[src/rtl/reg_file_sb.sv]
// Two-read / one-write register file with pending scoreboard and a sequential clear engine.
// Define REG_FILE_SB_BYPASS_EN to forward same-cycle writes (and their pending state) onto the read ports.
module reg_file_sb #(
    parameter int N        = 32,
    parameter int AW       = 5,
    parameter int ZERO_REG = 1
) (
    input  logic          clk,
    input  logic          rst_n,
    input  logic [AW-1:0] a1,
    input  logic [AW-1:0] a2,
    output logic [N-1:0]  rd1,
    output logic [N-1:0]  rd2,
    output logic          pend1,
    output logic          pend2,
    input  logic [AW-1:0] a3,
    input  logic [N-1:0]  wd3,
    input  logic          we,
    input  logic          mark_en,
    input  logic [AW-1:0] mark_addr,
    input  logic          clr_req,
    output logic          ready
);

    localparam int NREG = 2 ** AW;

    typedef enum logic {CLEAR, RUN} state_t;

    state_t          state;
    logic [AW-1:0]   cnt;
    logic [NREG-1:0] pend;
    logic [N-1:0]    regFile [NREG];

    logic wrValid;
    logic wrOk;
    logic markOk;

    // A write that would land in the array; clr_req additionally drops it.
    assign wrValid = (state == RUN) && we && !((ZERO_REG != 0) && (a3 == '0));
    assign wrOk    = wrValid && !clr_req;
    assign markOk  = mark_en && !((ZERO_REG != 0) && (mark_addr == '0));

    always_ff @(posedge clk or negedge rst_n) begin
        if (!rst_n) begin
            state <= CLEAR;
            cnt   <= '0;
            pend  <= '0;
            ready <= 1'b0;
        end else begin
            case (state)
                CLEAR: begin
                    pend <= '0;
                    cnt  <= cnt + AW'(1);
                    if (cnt == '1) begin
                        state <= RUN;
                        ready <= 1'b1;
                    end
                end
                RUN: begin
                    if (clr_req) begin
                        state <= CLEAR;
                        cnt   <= '0;
                        pend  <= '0;
                        ready <= 1'b0;
                    end else begin
                        // Mark is applied last so a new producer wins over a retiring one.
                        if (we)
                            pend[a3] <= 1'b0;
                        if (markOk)
                            pend[mark_addr] <= 1'b1;
                    end
                end
                default: begin
                    state <= CLEAR;
                    cnt   <= '0;
                    pend  <= '0;
                    ready <= 1'b0;
                end
            endcase
        end
    end

    // The array carries no reset; the clear engine walks it instead.
    always_ff @(posedge clk) begin
        if (state == CLEAR)
            regFile[cnt] <= '0;
        else if (wrOk)
            regFile[a3] <= wd3;
    end

    always_comb begin
        rd1   = regFile[a1];
        pend1 = pend[a1];
        if ((ZERO_REG != 0) && (a1 == '0))
            rd1 = '0;
`ifdef REG_FILE_SB_BYPASS_EN
        if (wrValid && (a3 == a1)) begin
            rd1   = wd3;
            pend1 = markOk && (mark_addr == a3);
        end
`endif
        if (state == CLEAR) begin
            rd1   = '0;
            pend1 = 1'b0;
        end
    end

    always_comb begin
        rd2   = regFile[a2];
        pend2 = pend[a2];
        if ((ZERO_REG != 0) && (a2 == '0))
            rd2 = '0;
`ifdef REG_FILE_SB_BYPASS_EN
        if (wrValid && (a3 == a2)) begin
            rd2   = wd3;
            pend2 = markOk && (mark_addr == a3);
        end
`endif
        if (state == CLEAR) begin
            rd2   = '0;
            pend2 = 1'b0;
        end
    end

endmodule

[config.mk]
export PLATFORM = sky130hd
export DESIGN_NAME = reg_file_sb
export DESIGN_NICKNAME = d
export VERILOG_FILES = /design/src/rtl/reg_file_sb.sv
export SDC_FILE = /design/constraint.sdc
export NUM_CORES = 1
export LEC_CHECK = 0
export CAP_MARGIN = 10
export CELL_PAD_IN_SITES_DETAIL_PLACEMENT = 0
export CELL_PAD_IN_SITES_GLOBAL_PLACEMENT = 1
export CORE_MARGIN = 3
export CORE_UTILIZATION = 35
export CTS_BUF_LIST = sky130_fd_sc_hd__clkbuf_4
export CTS_CLUSTER_SIZE = 12
export DETAILED_ROUTE_END_ITERATION = 12
export GPL_TIMING_DRIVEN = 0
export PLACE_DENSITY_LB_ADDON = 0.1
export SYNTH_ARGS = -nofsm -noshare
export SYNTH_HDL_FRONTEND = slang
export SYNTH_SLANG_ARGS = --single-unit
[constraint.sdc]
create_clock -name clk -period 8.9 [get_ports clk]
set_clock_uncertainty 0.1 [all_clocks]
set_input_delay 1.335 -clock clk [delete_from_list [all_inputs] [get_ports clk]]
set_output_delay 1.335 -clock clk [all_outputs]
set_load 0.05 [all_outputs]
==> results of run 1 <==
per-stage QoR:
step | utilization, % | cells
6_report | 41.9 | 5106
5_1_grt | 41.9 | 5104
4_1_cts | 41.8 | 5096
3_5_place_dp | 39.2 | 4570
3_3_place_gp | 37.9 | 4440
2_1_floorplan | - | 2449
state kept, by name, indices dropped and copies added, names as in the netlist:
signal	cells
state	1
regFile	1024
cnt	5
pend	32
ready	1
report_power, final:
part	internal (mW)	switching, mW	leakage [nW]
Combinational	0.934	1.54	7.40
Clock	2.36	2.13	2.24
Sequential	6.08	0.202	10.0
Total	9.37	3.88	19.7
cell families after synthesis:
family | share of synthesized area [%]
xor gates and xnor gates | 0.0353
and+or+nand+nor | 1.76
muxes | 29.3
DFF | 63.8
adders and majority gates | 0.0503
AOI/OAI and AO/OA | 3.30
buffers and inverters | 1.68
cells in the mapped netlist (7+ instances only):
master                     instances
sky130_fd_sc_hd__mux2i_1         270
sky130_fd_sc_hd__nor2b_1           7
sky130_fd_sc_hd__nor2_1           20
sky130_fd_sc_hd__and2_1           32
sky130_fd_sc_hd__o21ai_0          33
sky130_fd_sc_hd__nand3_1           7
sky130_fd_sc_hd__nor3_1           27
sky130_fd_sc_hd__a21oi_1          32
sky130_fd_sc_hd__edfxtp_1       1024
sky130_fd_sc_hd__o221ai_1         66
sky130_fd_sc_hd__dfrtp_1          39
sky130_fd_sc_hd__nand2b_1          7
sky130_fd_sc_hd__mux4_2          526
sky130_fd_sc_hd__clkbuf_1        111
sky130_fd_sc_hd__buf_1            16
sky130_fd_sc_hd__o22a_1           64
sky130_fd_sc_hd__buf_2            68
sky130_fd_sc_hd__nand2_1          43
cell type report:
| class | instances | area (µm²) |
|---|---|---|
| Clock buffer | 457 | 3430 |
| Sequential cell | 1063 | 31700 |
| Buffer | 195 | 821 |
| Timing Repair Buffer | 251 | 2820 |
| Tap cell | 1876 | 2350 |
| Antenna cell | 5 | 12.5 |
| Fill cell | 12600 | 81400 |
| Clock inverter | 68 | 289 |
| Inverter | 5 | 18.8 |
| Multi-Input combinational cell | 1186 | 17300 |
layer usage:
layer / vias up / share of wire (%)
li1: 12000 / -
met4: 4 / 3.1
met5: - / 0.015
met3: 287 / 7.2
met1: 16100 / 39
met2: 1346 / 50
worst paths after layout:
path                                   end  slack, ns  start
setup / recovery                   rd1[24]       1.87  a1[0]
hold / removal                       ready       0.46  ready
min in group asynchronous         pend[18]       0.69  rst_n
max in group asynchronous            ready       7.40  rst_n
hold reg to reg                      ready       0.46  ready
setup reg to reg           regFile[18][17]       4.57  state
critical path, cell delays in order:
cell and delay, ns:
sky130_fd_sc_hd__clkdlybuf4s50_1 0.67, sky130_fd_sc_hd__clkbuf_1 0.89, sky130_fd_sc_hd__buf_2 0.63, sky130_fd_sc_hd__mux4_2 0.57, sky130_fd_sc_hd__mux2i_1 0.15, sky130_fd_sc_hd__o22a_1 0.20
sky130_fd_sc_hd__o221ai_1 0.30, sky130_fd_sc_hd__clkdlybuf4s50_1 0.83
what timing repair did:
action / CTS / global route
endpoints found under the setup margin: 0 / 0
endpoints found under the hold margin: 4 / 0
hold buffers: 1 / 0
==> run summary, run 1 <==
depth of the worst hold-timing path = 2
Max Transition Viols Final = 0
worst slack at placement = 1.77 ns
via/cell ratio = 5.84
root buffer cell = sky130_fd_sc_hd__clkbuf_4
top cells by area in the synthesized netlist = sky130_fd_sc_hd__edfxtp_1 62%, sky130_fd_sc_hd__mux4_2 24%, sky130_fd_sc_hd__mux2i_1 5.4%
type of element capturing the critical path = output pin
Wirelength per Cell = 34.9 µm
number of setup buffers added after CTS = 0
antenna violations before repair = 9
number of max-capacitance violations reported = 0
Seq cells post-synth = 1063
Net count, final = 3077
RSZ-0062 raised after global routing = no
Static Leakage = 19.7 nW
syn_area_per_cell = 20.3 µm²
clock buffers created by TritonCTS = 316
largest net degree at the start of global routing = 40
Worst Path Class, Setup = in2out
Overflow after GRT = 0
Die ar. = 0.147 mm²
floorplan die height = 383 µm
run status = completed
final setup margin = 1.87 ns
sum of net half-perimeters after detailed placement = 126 mm
layout overhead on the synthesized area = 18.3%
most used cells in the layout excluding fill and tap cells = 1024 x sky130_fd_sc_hd__edfxtp_1, 526 x sky130_fd_sc_hd__mux4_2, 457 x sky130_fd_sc_hd__clkbuf_4, 270 x sky130_fd_sc_hd__mux2i_1, 114 x sky130_fd_sc_hd__clkdlybuf4s50_1
iteration-0 DRC count of the detailed router = 2842
Post-Place Cell Area = 0.0549 mm²
Synth top area share = 61.9%
H-Tree Depth = 5
transition at the pin with the smallest max-transition slack = 1.39 ns
number of buffer cells added on primary ports = 115
Gate Count Post-Synth = 2449
die width = 383 µm
met3 Use GR = 5.71%
top flip-flop cell by instance count after synthesis = sky130_fd_sc_hd__edfxtp_1
Startpoint Class = primary input
starting density of the core = 35.4%
setup TNS = 0 ns
global routing met1 resource utilization = 30.5%
crit share post-route = 79.0%
CORE AREA = 0.140 mm²
number of gates given a new drive strength after cts = 0
Antenna Violating Nets Remaining = 0
Yosys warning total = 0
Worst IR Drop VDD = 113 µV
number of global-route vias before repair = 32400
Critical Path Fanout Max = 10
clock latency on the worst-skew pair = 1.21 ns
final number of hold-violating endpoints = 0
fraction of final layout cells sized beyond drive strength 1 = 38.3%
IO Count = 124
power density normalized to cell area = 225 mW/mm²
syn nets = 2508
number of failing setup endpoints in the final timing report = 0
Detailed Route WL = 178 mm
post-synth cell types = 44
critical path required time = 7.47 ns
overall fraction of global-route tracks in use = 24.3%
remaining design rule violation count = 0
Final GP Congestion = 0.801
wire length of the first global-routing pass = 246 mm
CTS Buffer Depth = 4
R2R cell count = 5
Slew HR = 7.09%
critical path data arrival time = 5.60 ns
Async SR Flop Fraction = 3.67%
commonest non-fill, non-tap cell in the layout = sky130_fd_sc_hd__edfxtp_1
number of enable flip-flop cells after synthesis = 1024
TritonCTS clock tree = yes
maximum achievable frequency = 0.142 GHz
Pwr Total = 13.2 mW
first drt pass iteration count = 8
sequential cell area fraction in the yosys report = 63.8%
area of the mapped netlist = 0.0497 mm²
final-layout worst hold slack = 0.457 ns
vias after detailed routing = 29800
top cell type by total area after synthesis = sky130_fd_sc_hd__edfxtp_1
busiest metal layer after global routing = met2
global routing usage on met2 = 41.2%
final critical delay including setup and external delays = 7.03 ns
class of the tightest hold or removal check = reg2reg
final instance area = 0.0588 mm²
TritonCTS Sinks = 1063
clock edge transition at the registers on the reported setup and hold paths = 0.06 ns
# rows = 137
Power figures use the tool's default switching activity.
==> run 2: changes to the inputs <==
==> constraint.sdc (replaced) <==
create_clock -name clk -period 5.7 [get_ports clk]
set_clock_uncertainty 0.1 [all_clocks]
set_input_delay 0.855 -clock clk [delete_from_list [all_inputs] [get_ports clk]]
set_output_delay 0.855 -clock clk [all_outputs]
set_load 0.05 [all_outputs]
==> run 2 against run 1 <==
Clock-buffer cell count stayed put. Largest power group unchanged. Highest routed layer unchanged. Cell area about the same. Die area is the same. Worst setup slack worse by 1.9 ns.
==> run summary, run 2 (same netlist as run 1, synthesis figures left out) <==
vias after detailed routing = 30000 (+0.52%)
most used cells in the layout excluding fill and tap cells = 1024 x sky130_fd_sc_hd__edfxtp_1, 526 x sky130_fd_sc_hd__mux4_2, 461 x sky130_fd_sc_hd__clkbuf_4, 270 x sky130_fd_sc_hd__mux2i_1, 96 x sky130_fd_sc_hd__clkbuf_1
remaining design rule violation count = 0 (unchanged)
number of max-capacitance violations reported = 0 (unchanged)
R2R cell count = 5 (unchanged)
Critical Path Fanout Max = 11 (+1)
Wirelength per Cell = 34.9 µm (+0.12%)
crit share post-route = 99.8%
number of global-route vias before repair = 32500 (+0.059%)
utilization after layout = 41.9% (about the same)
antenna violations before repair = 9 (unchanged)
register name with the most flops = regFile
TritonCTS Sinks = 1063 (unchanged)
layout overhead on the synthesized area = 18.3% (about the same)
launch instance of the worst register-to-register path = state
Die ar. = 0.147 mm² (unchanged)
H-Tree Depth = 5 (unchanged)
starting density of the core = 35.4% (unchanged)
overall fraction of global-route tracks in use = 24.3% (about the same)
type of element capturing the critical path = output pin
critical path required time = 4.74 ns (-2.73 ns)
iteration-0 DRC count of the detailed router = 2821 (-0.74%)
die width = 383 µm (unchanged)
CORE AREA = 0.140 mm² (unchanged)
number of buffer cells added on primary ports = 115 (unchanged)
floorplan die height = 383 µm (unchanged)
final critical delay including setup and external delays = 5.69 ns
Top Registers = regFile: 1024 flops, pend: 32 flops, cnt: 5 flops
RSZ-0062 raised after global routing = no
Final GP Congestion = 0.801 (unchanged)
fraction of final layout cells sized beyond drive strength 1 = 39.0% (+0.69 points)
sum of net half-perimeters after detailed placement = 126 mm (unchanged)
commonest non-fill, non-tap cell in the layout = sky130_fd_sc_hd__edfxtp_1
IO Count = 124 (unchanged)
power density normalized to cell area = 351 mW/mm² (+56%)
critical path data arrival time = 4.73 ns (-0.87 ns)
filler cell count in the final layout = 12600 (+0.016%)
class of the tightest hold or removal check = in2async
slack of the worst reg-to-reg path = 1.38 ns (-3.19 ns)
final number of hold-violating endpoints = 0 (unchanged)
largest net degree at the start of global routing = 40 (unchanged)
clock latency on the worst-skew pair = 1.20 ns (about the same)
Detailed Route WL = 179 mm (+0.18%)
CTS Buffer Depth = 4 (unchanged)
root buffer cell = sky130_fd_sc_hd__clkbuf_4
Overflow after GRT = 0 (unchanged)
via/cell ratio = 5.86 (+0.46%)
worst reg2reg endpoint = regFile[18][17]
clock buffers created by TritonCTS = 316 (unchanged)
first drt pass iteration count = 9 (+1)
Static Leakage = 20.0 nW (+1.7%)
TritonCTS clock tree = yes
Worst Path Class, Setup = in2out
Worst IR Drop VDD = 176 µV (+56%)
Antenna Violating Nets Remaining = 0 (unchanged)
run status = completed
wire length of the first global-routing pass = 246 mm (about the same)
Max Transition Viols Final = 0 (unchanged)
number of failing setup endpoints in the final timing report = 0 (unchanged)
transition at the pin with the smallest max-transition slack = 1.41 ns (+0.0152 ns)
clock edge transition at the registers on the reported setup and hold paths = 0.06 ns (about the same)
Startpoint Class = primary input
# rows = 137 (unchanged)
Slew HR = 6.08% (-1.0 points)
max reg flops = 1024 (unchanged)
setup TNS = 0 ns (unchanged)
Net count, final = 3079 (+0.065%)
maximum achievable frequency = 0.176 GHz
[run 2: worst max-delay path, stage by stage]
cell	delay (ns)
sky130_fd_sc_hd__buf_2	0.20
sky130_fd_sc_hd__clkbuf_1	0.89
sky130_fd_sc_hd__clkbuf_1	0.83
sky130_fd_sc_hd__mux4_2	0.41
sky130_fd_sc_hd__mux2i_1	0.47
sky130_fd_sc_hd__o221ai_1	0.25
sky130_fd_sc_hd__clkdlybuf4s50_1	0.78
[run 2: what timing repair did]
action                                  in CTS  in global routing
pin swaps                                    1                  0
endpoints found under the hold margin       39                  0
setup buffers                                2                  0
cloned                                       0                  0
hold buffers                                 1                  0
gates resized for setup                     92                 10
endpoints found under the setup margin      66                  5
[run 2: per-stage QoR]
step	cells	area, µm²	hold slack, ns	setup WS [ns]	power [mW]
floorplan	2449	49700	0.402	0.788	12.0
detailed placement	4570	54900	0.445	-0.468	13.8
CTS	5098	58700	0.0587	0.00548	20.9
global placement	4440	53200	0.456	-5.01	13.4
finish	5109	58800	0.218	0.0136	20.7
global route	5106	58800	0.172	0.000257	21.5
[run 2: how the worst max path moves through the flow]
stage | startpoint | to | cells past startpoint
floorplan | a3[4] | regFile[14][0] | 5
global placement | a3[3] | regFile[25][16] | 6
detailed placement | a1[0] | rd1[1] | 8
CTS | state | rd2[25] | 7
global route | a1[0] | rd1[31] | 8
finish | a2[1] | rd2[30] | 7
[run 2: routing by layer]
layer / GRT usage, % / wire, µm / share of wire, % / vias to the layer above
li1: - / - / - / 12000
met1: 30.5 / 71000 / 40 / 16300
met2: 41.2 / 90100 / 50 / 1302
met3: 5.72 / 11900 / 6.6 / 303
met4: 8.55 / 5520 / 3.1 / 4
met5: 0 / 25 / 0.014 / -
[run 2: cell type report]
class                   count  area [µm²]  share of cell area (%)
repair buffers            253        2770                    4.71
inverters                   5        18.8                  0.0319
multi-input cells        1186       17400                    29.5
clock buffers             457        3430                    5.83
well taps                1876        2350                    3.99
clock inverters            68         289                   0.491
flip-flops and latches   1063       31700                    53.9
diodes                      6        15.0                  0.0255
plain buffers             195         866                    1.47
[run 2: power breakdown]
| group | internal [mW] | switching (mW) | leakage, nW |
|---|---|---|---|
| Combinational | 1.43 | 2.41 | 7.74 |
| Clock | 3.69 | 3.32 | 2.24 |
| Sequential | 9.49 | 0.317 | 10.0 |
